File: src/rtl/palette_ram.sv
// palette_ram - multi-bank colour lookup table with vsync-aligned bank swap and fade engine.
// Two-stage pixel pipeline: palette read, then saturating attenuation and blanking.
module palette_ram #(
  parameter int IDX_W           = 4,
  parameter int CH_W            = 4,
  parameter int NUM_BANKS       = 2,
  parameter int FRAMES_PER_STEP = 2,
  localparam int BW             = (NUM_BANKS > 1) ? $clog2(NUM_BANKS) : 1
) (
  input  logic              clk,
  input  logic              reset_n,
  input  logic [IDX_W-1:0]  pix_index,
  input  logic              pix_blank,
  input  logic              vsync_pulse,
  input  logic              wr_en,
  input  logic [BW-1:0]     wr_bank,
  input  logic [IDX_W-1:0]  wr_addr,
  input  logic [3*CH_W-1:0] wr_data,
  input  logic              swap_req,
  input  logic [BW-1:0]     swap_bank,
  input  logic              fade_go,
  input  logic              fade_dir,
  output logic [CH_W-1:0]   red,
  output logic [CH_W-1:0]   green,
  output logic [CH_W-1:0]   blue,
  output logic [BW-1:0]     active_bank,
  output logic              swap_pending,
  output logic              fade_busy,
  output logic [CH_W-1:0]   fade_level
);

  localparam int ENTRIES = 2 ** IDX_W;
  localparam int CNT_W   = $clog2(FRAMES_PER_STEP + 1);
  localparam logic [CH_W-1:0] LVL_MAX = '1;

  typedef enum logic {IDLE, FADING} state_t;

  // Built-in palette; each 4-bit nibble is scaled up to the channel width.
  function automatic logic [3*CH_W-1:0] init_entry(input int e);
    logic [11:0]     v;
    logic [CH_W-1:0] r, g, b;
    case (e)
      0:       v = 12'h000;
      2:       v = 12'hE81;
      3:       v = 12'hFFF;
      4:       v = 12'h4E2;
      default: v = 12'h3CD;
    endcase
    r = CH_W'(v[11:8]) << (CH_W - 4);
    g = CH_W'(v[7:4])  << (CH_W - 4);
    b = CH_W'(v[3:0])  << (CH_W - 4);
    return {r, g, b};
  endfunction

  function automatic logic [CH_W-1:0] sat_sub(input logic [CH_W-1:0] a, input logic [CH_W-1:0] b);
    return (a > b) ? (a - b) : '0;
  endfunction

  logic [3*CH_W-1:0] mem_q [NUM_BANKS][ENTRIES];
  logic [3*CH_W-1:0] mem_d [NUM_BANKS][ENTRIES];
  logic [3*CH_W-1:0] s1_q, s1_d;
  logic              blank1_q, blank1_d;
  logic [CH_W-1:0]   red_q, red_d, green_q, green_d, blue_q, blue_d;
  logic [BW-1:0]     active_q, active_d, pend_q, pend_d;
  logic              spend_q, spend_d;
  state_t            state_q, state_d;
  logic [CH_W-1:0]   level_q, level_d;
  logic [CNT_W-1:0]  cnt_q, cnt_d;
  logic              dir_q, dir_d;
  logic [CH_W-1:0]   tgt_go, tgt_cur;

  always_comb begin
    mem_d = mem_q;
    if (wr_en && (32'(wr_bank) < NUM_BANKS)) mem_d[wr_bank][wr_addr] = wr_data;
  end

  always_comb begin
    s1_d     = mem_q[active_q][pix_index];
    blank1_d = pix_blank;
    red_d    = blank1_q ? '0 : sat_sub(s1_q[3*CH_W-1:2*CH_W], level_q);
    green_d  = blank1_q ? '0 : sat_sub(s1_q[2*CH_W-1:CH_W], level_q);
    blue_d   = blank1_q ? '0 : sat_sub(s1_q[CH_W-1:0], level_q);
  end

  // A request arriving with vsync is folded in before the swap is applied.
  always_comb begin
    pend_d   = pend_q;
    spend_d  = spend_q;
    active_d = active_q;
    if (swap_req && (32'(swap_bank) < NUM_BANKS)) begin
      pend_d  = swap_bank;
      spend_d = 1'b1;
    end
    if (vsync_pulse && spend_d) begin
      active_d = pend_d;
      spend_d  = 1'b0;
    end
  end

  always_comb begin
    state_d = state_q;
    level_d = level_q;
    cnt_d   = cnt_q;
    dir_d   = dir_q;
    tgt_go  = fade_dir ? LVL_MAX : '0;
    tgt_cur = dir_q ? LVL_MAX : '0;
    if (fade_go) begin
      cnt_d = '0;
      if (level_q == tgt_go) begin
        state_d = IDLE;
      end else begin
        state_d = FADING;
        dir_d   = fade_dir;
      end
    end else if (state_q == FADING && vsync_pulse) begin
      if (cnt_q == CNT_W'(FRAMES_PER_STEP - 1)) begin
        cnt_d   = '0;
        level_d = dir_q ? (level_q + CH_W'(1)) : (level_q - CH_W'(1));
        if (level_d == tgt_cur) state_d = IDLE;
      end else begin
        cnt_d = cnt_q + CNT_W'(1);
      end
    end
  end

  always_ff @(posedge clk or negedge reset_n) begin
    if (!reset_n) begin
      for (int b = 0; b < NUM_BANKS; b++)
        for (int e = 0; e < ENTRIES; e++)
          mem_q[b][e] <= init_entry(e);
      s1_q     <= '0;
      blank1_q <= 1'b0;
      red_q    <= '0;
      green_q  <= '0;
      blue_q   <= '0;
      active_q <= '0;
      pend_q   <= '0;
      spend_q  <= 1'b0;
      state_q  <= IDLE;
      level_q  <= '0;
      cnt_q    <= '0;
      dir_q    <= 1'b0;
    end else begin
      mem_q    <= mem_d;
      s1_q     <= s1_d;
      blank1_q <= blank1_d;
      red_q    <= red_d;
      green_q  <= green_d;
      blue_q   <= blue_d;
      active_q <= active_d;
      pend_q   <= pend_d;
      spend_q  <= spend_d;
      state_q  <= state_d;
      level_q  <= level_d;
      cnt_q    <= cnt_d;
      dir_q    <= dir_d;
    end
  end

  assign red          = red_q;
  assign green        = green_q;
  assign blue         = blue_q;
  assign active_bank  = active_q;
  assign swap_pending = spend_q;
  assign fade_busy    = (state_q == FADING);
  assign fade_level   = level_q;

endmodule

File: config.mk
export PLATFORM = sky130hd
export DESIGN_NAME = palette_ram
export DESIGN_NICKNAME = d
export VERILOG_FILES = /design/src/rtl/palette_ram.sv
export SDC_FILE = /design/constraint.sdc
export NUM_CORES = 1
export LEC_CHECK = 0
export BUFFER_PORTS_ARGS = -buffer_cell sky130_fd_sc_hd__buf_2
export CELL_PAD_IN_SITES_DETAIL_PLACEMENT = 1
export CELL_PAD_IN_SITES_GLOBAL_PLACEMENT = 1
export CORE_UTILIZATION = 40
export DETAILED_ROUTE_END_ITERATION = 12
export GPL_ROUTABILITY_DRIVEN = 0
export GPL_TIMING_DRIVEN = 0
export PLACE_DENSITY = 0.73
export SLEW_MARGIN = 25
export SYNTH_ARGS = -nofsm -noshare
export SYNTH_HDL_FRONTEND = slang
export SYNTH_SLANG_ARGS = --single-unit
File: constraint.sdc
create_clock -name clk -period 3.45 [get_ports clk]
set_input_delay 0.69 -clock clk [delete_from_list [all_inputs] [get_ports clk]]
set_output_delay 0.69 -clock clk [all_outputs]
set_load 0.02 [all_outputs]
# Word level (Yosys, flattened, before mapping)
# Index checks and enable logic that the tools add are counted.
# classes
n_addsub,6
bitwise,6
n_lt_le_gt_ge,9
reduce_logical,10
mux,31
eq_ne,3
# ops
operator,count
192-bit two-way mux,4
384-bit bitwise mux,1
192-bit demux with 1-bit select,1
12-bit binary-select mux with 4-bit select,1
12-bit demux with 4-bit select,1
12-bit two-way mux,3
4-bit two-way mux,9
4-bit greater-than comparator,3
4-bit subtractor,3
5-bit greater-or-equal comparator (second input constant),2
4-bit inverter with 5-bit output,2
4-bit equality test,2
1-bit two-way mux,8
2-bit two-way mux,3
3-bit AND reduction,2
2-bit nonzero test,3
5-bit by 1-bit less-than comparator with 1-bit output (second input constant),1
4-bit by 1-bit adder with 4-bit output (second input constant),1
2-bit greater-or-equal comparator (second input constant),2
1-bit logical AND,4
1-bit inverter with 2-bit output,2
4-bit by 1-bit subtractor with 4-bit output (second input constant),1
2-bit by 1-bit adder with 2-bit output (second input constant),1
2-bit by 1-bit equality test with 1-bit output (second input constant),1
3 further kinds,4
# totals
word_cells,109
ff_bits,420

# Depth between registers and ports, before layout
# logic_depth
ltp_word,8
ltp_mapped,8

# Worst setup path before layout
# No wires, ideal clock.
# synth_timing
path_kind,reg-to-reg
startpoint,register level_q[1] (netlist: fade_level[1])
endpoint,register state_q (netlist: fade_busy)
synth_period_minus_slack_ns,2.001
setup_time_ns,0.128
path_stages_with_launch,8
setup_slack_ns,1.449
path_buffers,0
arrival_time_ns,1.873
path_cell_list,dfrtp_1 inv_1 fa_1 nand2_1 nor3_1 a31oi_1 nor4_1 o21ai_0
# synth_between
elab_chain_cells,5
elab_cells_between_ends,9
classes_between,2 x add/sub; 2 x eq/ne; 3 x mux; 2 x reduce/logical
# synth_rtl
item,line_no,text
start: declaration,67,"logic [CH_W-1:0] level_q, level_d;"
start signal: assignment,154,level_q <= level_d;
4-bit by 1-bit subtractor with 4-bit output or 4-bit by 1-bit adder with 4-bit output (tied branches),118,level_d = dir_q ? (level_q + CH_W'(1)) : (level_q - CH_W'(1));
4-bit two-way mux,118,
4-bit equality test,119,if (level_d == tgt_cur) state_d = IDLE;
2-bit nonzero test (no source line),n/a,
3-bit AND reduction (no source line),n/a,
end signal: assignment,153,state_q <= state_d;
end: declaration,66,"state_t state_q, state_d;"
# Several ways; a longest one is shown, not always the timed one.
# A chain may end at the register's enable or synchronous reset.

# Worst setup path after layout
# layout_timing
startpoint,register active_q (netlist: active_bank)
endpoint,register s1_q[11]
# layout_between
elab_chain_cells,7
# layout_rtl
item,line_no,text
start: declaration,64,"logic [BW-1:0] active_q, active_d, pend_q, pend_d;"
start signal: assignment,150,active_q <= active_d;
1-bit inverter with 2-bit output (not written as such),78,s1_d = mem_q[active_q][pix_index];
192-bit two-way mux (not written as such) (3 in series),78,
12-bit binary-select mux with 4-bit select,78,
12-bit two-way mux (not written as such) (2 in series),78,
net s1_d[11],61,"logic [3*CH_W-1:0] s1_q, s1_d;"
end signal: assignment,131,s1_q <= '0;
end signal: assignment,145,s1_q <= s1_d;
end: declaration,61,
# The timed path passes the listed nets, and every way through them passes these cells. The select of a mux whose other input is x is not followed.

==> metrics.md <==
| Metric | Value |
|---|---|
| WL met2 | between 20 and 30 mm |
| Placed cell count | around 2200 |
| Vias in the first global route | 13699 |
| Logic pwr share | slightly above 20% |
| Final #Nets | roughly 1600 |
| Largest area contributor in the netlist | dfstp_2 |
| Clock Skew | 0.01779 ns |
| Detailed-placement wirelength estimate | between 40 and 50 mm |
| Total track usage | between 20% and 30% |
| Antenna Nets Post-Route | 0 |
| Fin util | a little under half |
| Hold Slack | approximately 0.056 ns |
| Slew Viols, Final | 0 |
| CTS clk-pin slew, worst paths | ~0.060 ns |
| Sw Ratio | roughly 28% |
| Largest cells by area after synthesis | dfstp_2 (28%), dfrtp_1 (26%), mux2_2 (22%) |
| Flops & latches, synth | 420 |
| Initial Util | 40.51% |
| RSZ-0062 raised after global routing | false |
| Critical path endpoint category | flip-flop |
| FF+latch area | around 0.011 sq mm |
| Register area share after synthesis | between 50 and 60% |
| LEAKAGE | between 9 and 10 nW |
| Adder-cell share of the synthesized area | 1.287% |
| Post-Synth Simple-Gate Area | under 10% |
| Post-CTS Setup Bufs | 0 |
| Post-synth cell types | 44 |
| DRC | 0 |
| Clock root cell | clkbuf_16 |
| Largest family of logic cells by synthesized area | multiplexers |
| Num ports | a little under 50 |
| Max Root-Sink Buffers | 3 |
| Global-route wire length before repair | approximately 90 mm |
| Critical path required time | 3.80 ns |
| Number of fill cells in the layout | approximately 5000 |
| Vias per inst | 5.601 |
| Post-synthesis compound-gate area fraction | around 4.6% |
| Area of the multi-input gates | approximately 0.0084 sq mm |
| Synth Warn # | 0 |
| Per-cell routed wire length | ~26 microns |
| Synthesized Nets | approximately 1500 |
| Die height | 224.6 microns |
| Synth Instances | between 1000 and 1500 |
| CTS H-Tree Depth | 2 |
| Port bufs | 43 |
| Post-synthesis mux area share | between 30% and 40% |
| Post-route insts no fill | 2253 |
| Highest routed layer | met5 |
| Antenna violations before repair | 3 |
| Crit-path max cell delay | slightly above 0.7 ns |
| Die area | 0.05046 sq mm |
| GRT overflow | 0 |
| Clk_lat worst skew | 0.59 ns |
| Setup violators final | 0 |
| Share of the synthesized area in the top cell type | between 20% and 30% |
| Share of cells above drive strength 1 | about half |
| CORE AREA | approximately 0.05 sq mm |
| Fin crit share | between 90 and 100% |
| Met3 wire length | approximately 2.8 mm |
| Worst min path class | in -> async |
| Wl on met1 | 26.29 mm |
| Post-CTS Hold Buffers | 0 |
| Die width | roughly 220 microns |
| Synth Area in XOR/XNOR | 0.3976% |
| Area grow syn2layout | 13.74% |
| Worst slack at placement | 0.1694 ns |
| Seq pwr share | between 40% and 50% |
| Crit path max fanout | 10 |
| WP data arrival | ~3.5 ns |
| Setup WS post-layout | 0.2934 ns |
| Worst-Margin Slew | about 1.1 ns |
| Switching Power | 0.004240 W |
| Setup TNS | 0 ns |
| Cell-internal power | 0.01073 W |
| Cell area after synthesis | around 0.020 sq mm |
| Slowest-stage cell, CP | clkbuf_1 |
| DR iter-0 viols | around 880 |
| Crit start category | flip-flop |
| Worst-path cell chain | nor2_1 -> clkbuf_1 -> clkbuf_1 -> nand2_1 -> a31oi_1 -> nand3_1 |
| Row cnt | between 80 and 90 |
| Fmax | between 0.3 and 0.4 GHz |
| Clk pwr share | 33.8% |
| Total CTS buffers | 47 |
| Vias | ~13000 |
| # clock sinks | 420 |
| Slew margin rel. | between 20 and 30% |
| Post-layout min period | roughly 3.2 ns |
| Largest net degree at the start of global routing | 99 |
| Max Cap Violations | 0 |
| TritonCTS clock tree | done |
| Final hold violations | 0 |
| Crit-path most repeated cell | clkbuf_1 |
| Final WL | a little under 60 mm |
| Worst vdd ir | roughly 0.39 mV |
| Pwr/cell area | 664.0 mW/mm^2 |
| Drt first pass iters | 5 |
| Mean Syn Cell Area | 13.63 sq um |
| Cts repair resizes | 0 |
| Run status | complete, no violations |
| Crit Path Class | reg -> reg |
[cells by family (layout without fill, tap and decap cells)]
group	count (synthesis)	after routing
multiplexers	579	579
flip-flops	420	420
AND/OR/NAND/NOR	164	164
buffers and inverters	134	267
AO/OA/AOI/OAI	131	131
adder cells (fa/ha/maj)	18	18
XOR/XNOR	9	9
other	0	1
[synth_stat cells, drive strengths merged]
| master | count |
|---|---|
| nor3 | 23 |
| a21oi | 30 |
| a31oi | 13 |
| o21a | 2 |
| ha | 14 |
| a22oi | 48 |
| nand2b | 6 |
| dfstp | 212 |
| buf | 63 |
| and2b | 2 |
| a21o | 4 |
| o41ai | 1 |
| fa | 4 |
| a41oi | 2 |
| and3b | 1 |
| nor4 | 4 |
| nand2 | 44 |
| and2 | 1 |
| mux2i | 193 |
| xnor2 | 5 |
| clkbuf | 56 |
| mux2 | 386 |
| dfrtp | 208 |
| nor2 | 26 |
| inv | 15 |
| nand3 | 25 |
| a22o | 24 |
| nor2b | 11 |
| o21ai | 7 |
| nand4b | 3 |
| or2 | 1 |
| nor3b | 3 |
| xor2 | 4 |
| nand4 | 14 |
[flip-flops by register name, indices dropped and copies added, names as in the netlist]
| name | flops |
|---|---|
| cnt_q | 2 |
| blank1_q | 1 |
| dir_q | 1 |
| red | 4 |
| swap_pending | 1 |
| fade_level | 4 |
| s1_q | 12 |
| active_bank | 1 |
| fade_busy | 1 |
| mem_q | 384 |
| green | 4 |
| blue | 4 |
| pend_q | 1 |
[placed cells by master, fill, tap and decap left out, types with 3 or more instances in the layout]
master / n
nand3_1: 25
ha_1: 14
nand4_1: 14
xor2_1: 4
o21ai_0: 7
nor3_2: 5
a21oi_1: 30
buf_2: 75
a21o_1: 4
nor3_1: 18
inv_1: 15
nand4b_1: 3
mux2_2: 385
fa_1: 4
nor2b_1: 11
xnor2_1: 5
nand2b_1: 5
nand2_1: 43
mux2i_1: 193
a31oi_1: 13
clkbuf_8: 13
a22oi_1: 48
buf_4: 25
buf_16: 4
a22o_1: 24
nor2_1: 26
clkbuf_16: 49
clkinv_2: 6
dfstp_2: 212
clkbuf_1: 72
dfrtp_1: 208
buf_6: 3
[critical path: cells and delay by family, from the launching register on]
kind	cells	cell delay, ns
AND/OR/NAND/NOR	3	0.81
AO/OA/AOI/OAI	1	0.32
flip-flops	1	0.48
buffers and inverters	2	1.30
[layout make-up]
class                      instances  share of cell area, %
tap                              664                  3.684
antenna                            1                0.01110
clock buffer                      78                  6.497
inverter                          15                 0.2497
sequential                       420                  47.78
buffer                           119                  2.680
clock inverter                     8                 0.3995
timing repair buffer              47                  1.487
multi-input combinational        901                  37.21
[power groups by stage]
stage / logic [W] / clock network (W) / registers, W
finish: 0.00308 / 0.00506 / 0.00683
global route: 0.00337 / 0.00534 / 0.00696
CTS: 0.00310 / 0.00514 / 0.00683
detailed placement: 0.00308 / 0 / 0.00690
global placement: 0.00294 / 0 / 0.00682
floorplan: 0.00205 / 0 / 0.00682
[metal layers]
| metal | vias to the layer above | global-route usage (%) |
|---|---|---|
| li1 | 5442 | - |
| met1 | 6796 | 33.62 |
| met2 | 292 | 39.99 |
| met3 | 86 | 3.449 |
| met4 | 2 | 7.724 |
| met5 | - | 0 |
[per-stage QoR]
stage / total power [W] / area [sq um]
finish: 0.01497 / 22550
global route: 0.01567 / 22550
CTS: 0.01508 / 22550
detailed placement: 0.009983 / 20990
global placement: 0.009754 / 20870
floorplan: 0.008864 / 19830
[final timing paths]
| check | from | end | slack, ns | cells past startpoint |
|---|---|---|---|---|
| worst min-delay path | reset_n | mem_q[25] | 0.06 | 1 |
| worst max-delay path | active_bank | s1_q[11] | 0.29 | 6 |
| min in group clk | pix_blank | blank1_q | 0.22 | 1 |
| max in group asynchronous | reset_n | mem_q[320] | 2.10 | 3 |
| worst min register to register | pend_q | pend_q | 0.49 | 1 |
| worst max register to register | active_bank | s1_q[11] | 0.29 | 6 |
Note: power is estimated with default switching activity, not from simulation.
